**src/rtl/attack_pkg.sv**
```systemverilog
`default_nettype none
// +--------------------------------------------------------------------+
// | attack_pkg : state, phase and attack-type codes for the sequencer  |
// | Revision   : 1.0                                                   |
// +--------------------------------------------------------------------+
package attack_pkg;

  typedef enum logic [2:0] {
    ST_IDLE     = 3'd0,
    ST_WINDUP   = 3'd1,
    ST_ACTIVE   = 3'd2,
    ST_RECOVERY = 3'd3,
    ST_DRAIN    = 3'd4
  } state_t;

  localparam logic [1:0] PHASE_IDLE     = 2'd0;
  localparam logic [1:0] PHASE_WINDUP   = 2'd1;
  localparam logic [1:0] PHASE_ACTIVE   = 2'd2;
  localparam logic [1:0] PHASE_RECOVERY = 2'd3;

  localparam logic ATK_PUNCH = 1'b0;
  localparam logic ATK_KICK  = 1'b1;

  localparam int DEF_PUNCH_WINDUP_FRAC = 8;
  localparam int DEF_PUNCH_ACTIVE_FRAC = 4;
  localparam int DEF_KICK_WINDUP_FRAC  = 4;
  localparam int DEF_KICK_ACTIVE_FRAC  = 2;
  localparam int DEF_RECOVERY_FRAC     = 4;

  // DRAIN is invisible outside the block and reports as IDLE.
  function automatic logic [1:0] phase_of(input state_t s);
    case (s)
      ST_WINDUP:   return PHASE_WINDUP;
      ST_ACTIVE:   return PHASE_ACTIVE;
      ST_RECOVERY: return PHASE_RECOVERY;
      default:     return PHASE_IDLE;
    endcase
  endfunction

endpackage
`default_nettype wire

```
**src/rtl/btn_edge_detect.sv**
```systemverilog
`default_nettype none
// +--------------------------------------------------------------------+
// | btn_edge_detect : rising-edge detector against a registered copy   |
// | Revision        : 1.0                                              |
// +--------------------------------------------------------------------+
module btn_edge_detect (
  input  logic clk,
  input  logic reset,
  input  logic btn,
  output logic rise
);

  logic r_btn_q;

  always_ff @(posedge clk) begin
    if (reset) begin
      r_btn_q <= 1'b0;
    end else begin
      r_btn_q <= btn;
    end
  end

  assign rise = btn & ~r_btn_q;

endmodule
`default_nettype wire

```
**src/rtl/attack_sequencer.sv**
```systemverilog
`default_nettype none
// +--------------------------------------------------------------------+
// | attack_sequencer : punch/kick windup-active-recovery sequencer     |
// | Revision         : 1.0                                             |
// +--------------------------------------------------------------------+
module attack_sequencer
  import attack_pkg::*;
#(
  parameter int PUNCH_WINDUP_FRAC = DEF_PUNCH_WINDUP_FRAC,
  parameter int PUNCH_ACTIVE_FRAC = DEF_PUNCH_ACTIVE_FRAC,
  parameter int KICK_WINDUP_FRAC  = DEF_KICK_WINDUP_FRAC,
  parameter int KICK_ACTIVE_FRAC  = DEF_KICK_ACTIVE_FRAC,
  parameter int RECOVERY_FRAC     = DEF_RECOVERY_FRAC
) (
  input  logic       clk,
  input  logic       reset,
  input  logic       btn_punch,
  input  logic       btn_kick,
  input  logic       hit_stun,
  input  logic       timer_done,
  input  logic       timer_halfway,
  input  logic       timer_running,
  output logic       timer_start,
  output logic [3:0] timer_fraction,
  output logic [1:0] phase,
  output logic       attack_type,
  output logic       hitbox_active,
  output logic       busy,
  output logic       attack_done
);

  state_t r_state, w_next;
  logic   r_buf_valid, w_buf_valid;
  logic   r_buf_type, w_buf_type;
  logic   r_type, w_type;
  logic   r_start, w_start;
  logic   r_done, w_done;
  logic   r_hitbox, w_hitbox;
  logic   w_punch_rise, w_kick_rise, w_any_rise, w_rise_type;

  btn_edge_detect u_punch_edge (
    .clk   (clk),
    .reset (reset),
    .btn   (btn_punch),
    .rise  (w_punch_rise)
  );

  btn_edge_detect u_kick_edge (
    .clk   (clk),
    .reset (reset),
    .btn   (btn_kick),
    .rise  (w_kick_rise)
  );

  assign w_any_rise  = w_punch_rise | w_kick_rise;
  assign w_rise_type = w_punch_rise ? ATK_PUNCH : ATK_KICK;

  always_ff @(posedge clk) begin
    if (reset) begin
      r_state     <= ST_IDLE;
      r_buf_valid <= 1'b0;
      r_buf_type  <= ATK_PUNCH;
      r_type      <= ATK_PUNCH;
      r_start     <= 1'b0;
      r_done      <= 1'b0;
      r_hitbox    <= 1'b0;
    end else begin
      r_state     <= w_next;
      r_buf_valid <= w_buf_valid;
      r_buf_type  <= w_buf_type;
      r_type      <= w_type;
      r_start     <= w_start;
      r_done      <= w_done;
      r_hitbox    <= w_hitbox;
    end
  end

  always_comb begin
    w_next      = r_state;
    w_buf_valid = r_buf_valid;
    w_buf_type  = r_buf_type;
    w_type      = r_type;
    w_start     = 1'b0;
    w_done      = 1'b0;
    w_hitbox    = r_hitbox;
    case (r_state)
      ST_IDLE: begin
        if (w_any_rise && !hit_stun) begin
          w_next  = ST_WINDUP;
          w_type  = w_rise_type;
          w_start = 1'b1;
        end
      end
      ST_WINDUP: begin
        if (hit_stun) begin
          w_next = ST_DRAIN;
        end else if (timer_done) begin
          w_next   = ST_ACTIVE;
          w_start  = 1'b1;
          w_hitbox = 1'b1;
        end
      end
      ST_ACTIVE: begin
        if (hit_stun) begin
          w_next   = ST_DRAIN;
          w_hitbox = 1'b0;
        end else if (timer_done) begin
          w_next   = ST_RECOVERY;
          w_start  = 1'b1;
          w_hitbox = 1'b0;
        end else if (timer_halfway) begin
          w_hitbox = 1'b0;
        end
      end
      ST_RECOVERY: begin
        if (hit_stun) begin
          w_next      = ST_DRAIN;
          w_buf_valid = 1'b0;
        end else begin
          // First edge wins the slot; an edge in the done cycle still counts.
          if (!r_buf_valid && w_any_rise) begin
            w_buf_valid = 1'b1;
            w_buf_type  = w_rise_type;
          end
          if (timer_done) begin
            w_done = 1'b1;
            if (w_buf_valid) begin
              w_next      = ST_WINDUP;
              w_type      = w_buf_type;
              w_start     = 1'b1;
              w_buf_valid = 1'b0;
            end else begin
              w_next = ST_IDLE;
            end
          end
        end
      end
      ST_DRAIN: begin
        if (!timer_running && !timer_done) begin
          w_next = ST_IDLE;
        end
      end
      default: begin
        w_next = ST_IDLE;
      end
    endcase
  end

  // Fraction follows the state directly so it stays fixed for a whole phase.
  always_comb begin
    timer_fraction = 4'd0;
    case (r_state)
      ST_WINDUP:   timer_fraction = (r_type == ATK_KICK) ? 4'(KICK_WINDUP_FRAC) : 4'(PUNCH_WINDUP_FRAC);
      ST_ACTIVE:   timer_fraction = (r_type == ATK_KICK) ? 4'(KICK_ACTIVE_FRAC) : 4'(PUNCH_ACTIVE_FRAC);
      ST_RECOVERY: timer_fraction = 4'(RECOVERY_FRAC);
      default:     timer_fraction = 4'd0;
    endcase
  end

  assign timer_start   = r_start;
  assign attack_done   = r_done;
  assign hitbox_active = r_hitbox;
  assign attack_type   = r_type;
  assign phase         = phase_of(r_state);
  assign busy          = (r_state != ST_IDLE);

endmodule
`default_nettype wire

```
**config.mk**
```make
export PLATFORM = sky130hd
export DESIGN_NAME = attack_sequencer
export DESIGN_NICKNAME = d
export VERILOG_FILES = /design/src/rtl/attack_pkg.sv /design/src/rtl/btn_edge_detect.sv /design/src/rtl/attack_sequencer.sv
export SDC_FILE = /design/constraint.sdc
export NUM_CORES = 1
export LEC_CHECK = 0
export CORE_AREA = 2 2 43 45
export DETAILED_ROUTE_END_ITERATION = 8
export DIE_AREA = 0 0 45 47
export GPL_TIMING_DRIVEN = 0
export PLACE_DENSITY_LB_ADDON = 0.1
export SLEW_MARGIN = 20
export SYNTH_ARGS = -nofsm -noshare
export SYNTH_HDL_FRONTEND = slang
export SYNTH_SLANG_ARGS = --single-unit
```
**constraint.sdc**
```tcl
create_clock -name clk -period 1.05 [get_ports clk]
set_input_delay 0.21 -clock clk [delete_from_list [all_inputs] [get_ports clk]]
set_output_delay 0.21 -clock clk [all_outputs]
set_load 0.01 [all_outputs]
```
**Word level (Yosys, flattened, before mapping)**

Cells that the tools add are included.

- Bitwise operators: 7
- Muxes and demuxes: 39
- Equal/unequal tests: 15
- Reductions and logical operators: 17

Operators with widths:

| cell | count |
|---|---|
| 3-bit 2-to-1 mux | 9 |
| 1-bit 2-to-1 mux | 23 |
| 3-bit one-hot mux with 5 select lines | 1 |
| 2-bit inequality test, second input constant | 6 |
| 4-bit one-hot mux with 3 select lines | 1 |
| 5-bit AND reduction | 2 |
| 3-bit inequality test, second input constant | 3 |
| 3-bit by 2-bit equality test with 1-bit output, second input constant | 2 |
| 2-bit one-hot mux with 3 select lines | 1 |
| 1-bit logical NOT | 4 |
| 4-bit 2-to-1 mux | 1 |
| 4-bit inequality test, second input constant | 1 |
| 1-bit inverter | 4 |
| 1-bit one-hot mux with 2 select lines | 2 |
| 4-bit AND reduction | 1 |
| 2-bit nonzero test | 2 |
| 2-bit OR reduction | 2 |
| 3-bit by 1-bit equality test with 1-bit output, second input constant | 1 |
| 3-bit equality test, second input constant | 1 |
| 1-bit logical AND | 3 |
| 3-bit logical NOT | 1 |
| 1-bit one-hot mux with 3 select lines | 1 |
| 3-bit nonzero test | 1 |
| 1-bit AND | 2 |
| 3 further kinds | 3 |

- Logic and storage cells: 87
- Output and inout port bits: 11
- Bits in registers: 11

**Logic depth before layout (Yosys ltp)**

- Depth in word-level cells: 11
- Mapped depth: 7

**Hierarchy**

From an unflattened synthesis, not the netlist that was laid out.

- Cell total of the unflattened synthesis: 76
- Area total of the unflattened synthesis: 656.9 um2

Modules (own cells, without submodules):

| module | cells each | seq. area each (um2) | area an instance (um2) | instances |
|---|---|---|---|---|
| attack_sequencer | 70 | 180.2 | 561.8 | 1 |
| btn_edge_detect | 3 | 20.0 | 47.5 | 2 |

**Worst setup path after synthesis**

OpenSTA, ideal clock, no wires.

- Kind: flip-flop to flip-flop
- Start point: register r_state[2]
- End point: register r_type, in the netlist attack_type
- Path buffers: 1
- Clock period less this slack: 1.170 ns
- Path slack: -0.120 ns
- Arrival time: 1.036 ns
- Stages on the path, launching flop included: 8
- Required time: 0.916 ns
- Cells stage by stage: dfxtp_1 > buf_6 > nand2b_4 > inv_4 > nand2_4 > a21oi_1 > a2bb2oi_1 > a211oi_1

- Cells in the longest elaborated chain, start to end: 3

RTL lines:

| what | line | source |
|---|---|---|
| start: declaration | attack_sequencer.sv:32 | `state_t r_state, w_next;` |
| start signal: assignment | attack_sequencer.sv:68 | `r_state <= w_next;` |
| 3-bit by 2-bit equality test with 1-bit output or 3-bit logical NOT (tied branches) | attack_sequencer.sv:86 | `case (r_state)` |
| 2-bit by 1-bit inequality test with 1-bit output (no line) (tied with other cells) | - |  |
| 5-bit AND reduction (no line) | - |  |
| end signal: assignment | attack_sequencer.sv:71 | `r_type <= w_type;` |
| end: declaration | attack_sequencer.sv:35 | `logic r_type, w_type;` |

Parallel ways exist; a longest one is shown, timed or not.
A chain may end at the register's enable or synchronous reset.

**Worst setup path in the final report**

- Start point: register r_state[1]
- End point: output busy

- Cells in the longest elaborated chain, start to end: 1

RTL lines:

| what | line | source |
|---|---|---|
| 3-bit nonzero test | attack_sequencer.sv:165 | `assign busy = (r_state != ST_IDLE);` |
| end: declaration | attack_sequencer.sv:28 | `output logic busy,` |

No other way between the ends.

==> flow_summary_export.csv <==
group,metric,value,unit
critical_path,required,0.84,ns
final_layout,drive_gt1_frac,0.4673,
place,io_buffers,17,
synthesis,syn_avg_cell_area,8.258,um2
clocking,cts_buffer_depth,2,
grt,grt_pass1_vias,562,
hold_path,hp-class,"in2reg",
power,power_density,1211,mW/mm2
power,p_int,0.8061,mW
grt,grt_overflow,0,
routing,route.detailed.drc,0,
routing,routed_via_density,5.315,
run_status,failed_checks,"negative setup slack",
hold_path,min_path_cells,2,
grt,grt_pass1_wl,2511,um
synthesis,syn-instance-count,75,
critical_path,rrSetupSlack,-0.22,ns
routing,wl_per_cell,13.94,um
critical_path,startpoint,"r_state[1]",
clocking,clk_latency,0.28,ns
final_layout,n_antenna_cell,0,
power,p_seq_frac,0.398,
power,power.switching,0.3743,mW
synthesis,synth_top_area_frac,0.3556,
critical_path,critPathMaxFanout,4,
clocking,clock_sinks,11,
sta,post-route-period-util,1.353,
sta,hold_viol_final,0,
synthesis,synth_fp_nets,83,
die,die-area,0.002115,mm2
power,switching_share,0.3171,
die,initial_core_util,0.3750,
sta,clock.fmax,0.7040,GHz
synthesis,ys_async_sr_fraction,0,
die,die_w,45,um
final_layout,nets,116,
critical_path,cp-end-kind,"primary output",
synthesis,synth.ff_latch_count,11,
synthesis,synth_warnings,0,
grt,antenna_found_initial,0,
final_layout,synthToLayoutAreaGrowth,57.37,%
routing,drtPass1Iterations,4,
power,peakVddDrop,0.6907,mV
routing,drtAntennaViolNets,0,
die,io_pins,19,
power,combPwrFrac,0.339,
critical_path,arrival,1.21,ns
routing,routed_wl,1729,um
die,die_h,47,um
critical_path,critical_path_class,"reg2out",
sta,worst_clock_skew,0.001083,ns
run,maxCapViolCount,0,
place,dpl.hpwl,1024,um
clocking,htreeDepth,1,
synthesis,ys.flop_type,"dfxtp_1",
clocking,cts_tree,"done",
final_layout,design_area,974.7,um2
grt,grt_max_degree,11,
critical_path,regToRegStartpoint,"r_state[1]",
final_layout,fin_util,0.5902,
clocking,clockRootBuffer,"clkbuf_4",
place,placed_area,812.0,um2
critical_path,worst_setup_path_start_kind,"flop",
clocking,cts_hold_buf,0,
synthesis,synth_edf_count,0,
grt,track_usage,0.1671,
synthesis,syn_area,619.3,um2
synthesis,synth_top_area_cell,"dfxtp_1",
routing,vias,659,
power,p_leak,0.4216,nW
clocking,clk_pin_slew_worst_paths,0.07,ns
sta,finalSetupViolCount,14,
hold_path,hold_path_startpoint,"hit_stun",
synthesis,yosysMostFrequentCell,"nor2_1",
hold_path,worstHoldEndpoint,"r_state[1]",
synthesis,synth_common_cells,"nor2_1, dfxtp_1, nor3_1",
power,clockPowerShare,0.263,
sta,setup_slack,-0.3705,ns
place,gp_congestion,0.7747,
die,coreArea,0.001652,mm2
run_status,status,"finished, violations left",
sta,slew_violations,0,
critical_path,reg2reg_depth,6,
synthesis,synth.distinct_cells,38,
die,rows,15,
synthesis,synth_area_leaders,"dfxtp_1, nor2_1, nor3_1",
critical_path,r2r_end,"attack_type",
sta,grt_setup_unrepaired,"true",
clocking,numCtsBuffers,3,
synthesis,yosysSeqAreaShare,0.3556,
sta,min_period,1.420,ns
routing,first_iter_violations,11,
## critical path: stages (launching register included)
cell and delay [ns]:
dfxtp_2 0.33, buf_6 0.11, or3_1 0.35, buf_2 0.14
## area by class of cell
| class | count | area [um2] |
|---|---|---|
| fillers | 158 | 676.9 |
| multi-input cells | 56 | 414.1 |
| flip-flops and latches | 11 | 232.7 |
| repair buffers | 29 | 227.7 |
| plain buffers | 4 | 38.79 |
| clock buffers | 4 | 26.28 |
| well taps | 17 | 21.27 |
| inverters | 3 | 13.76 |
## metrics by stage
| step | TNS (ns) | power [mW] | hold WS, ns | std cells | setup slack, ns |
|---|---|---|---|---|---|
| 5_1_grt | -3.640 | 1.231 | 0.2646 | 124 | -0.3966 |
| 2_1_floorplan | -0.5546 | 0.6503 | 0.2812 | 75 | -0.1195 |
| 3_3_place_gp | -7.042 | 0.7763 | 0.4863 | 109 | -0.6996 |
| 4_1_cts | -2.346 | 1.133 | 0.2943 | 120 | -0.3673 |
| 6_report | -2.879 | 1.180 | 0.2422 | 124 | -0.3705 |
| 3_5_place_dp | -7.196 | 0.7781 | 0.4913 | 109 | -0.7229 |
## power groups by stage
stage	sequential (mW)	combinational (mW)	clock, mW
6_report	0.470	0.400	0.310
5_1_grt	0.474	0.430	0.327
4_1_cts	0.469	0.357	0.307
3_5_place_dp	0.473	0.305	0
3_3_place_gp	0.473	0.303	0
2_1_floorplan	0.475	0.175	0
## logic make-up (layout without fill, tap and decap cells)
logic type,Yosys count,after routing,share of synthesized area
AND/OR/NAND/NOR,37,37,0.3354
AO/OA/AOI/OAI,15,15,0.1737
flip-flops,11,11,0.3556
buffers and inverters,8,40,0.08485
XOR/XNOR,2,2,0.02829
other,1,1,0.006055
multiplexers,1,1,0.01616
## state kept, by name, indices dropped and copies added (netlist names)
name	count
r_buf_type	1
r_state	3
u_punch_edge.r_btn_q	1
timer_start	1
u_kick_edge.r_btn_q	1
hitbox_active	1
r_buf_valid	1
attack_type	1
attack_done	1
## worst max path at each step
stage	depth (start not counted)	slack [ns]	endpoint
after floorplan	7	-0.12	attack_type
after global placement	6	-0.70	r_state[0]
after detailed placement	6	-0.72	r_state[0]
after CTS	3	-0.37	busy
after global routing	3	-0.40	busy
final	3	-0.37	busy
## cells in the final DEF (no fill, tap or decap), types with 2 or more instances in the layout
| cell type | netlist | final |
|---|---|---|
| buf_4 | 1 | 12 |
| nor3_2 | 1 | 2 |
| nand2b_4 | 1 | 2 |
| a21oi_1 | 4 | 4 |
| dfxtp_1 | 11 | 7 |
| nor2_1 | 13 | 10 |
| buf_6 | 2 | 4 |
| nand2_1 | 3 | 3 |
| nor3_1 | 6 | 3 |
| dlygate4sd2_1 | 0 | 3 |
| dfxtp_4 | 0 | 3 |
| nor3_4 | 0 | 2 |
| nor2b_1 | 2 | 2 |
| clkdlybuf4s15_1 | 0 | 2 |
| a211oi_1 | 2 | 2 |
| buf_2 | 1 | 7 |
| clkdlybuf4s50_1 | 0 | 3 |
| nor2_4 | 0 | 2 |
| clkbuf_4 | 0 | 3 |
## per-layer routing
| layer | up-vias | GRT usage | part of all wire |
|---|---|---|---|
| li1 | 324 | - | - |
| met1 | 309 | 0.2251 | 0.45 |
| met2 | 21 | 0.2571 | 0.49 |
| met3 | 5 | 0.03846 | 0.051 |
| met4 | 0 | 0.07059 | 0.016 |
| met5 | - | 0 | 0 |
## repair_timing
item	CTS	global route
endpoints found under the setup margin	18	16
resized for setup	66	9
setup buffers	8	6
pin swaps	7	4
cloned	0	0
Note: power is estimated with default switching activity, not from simulation.
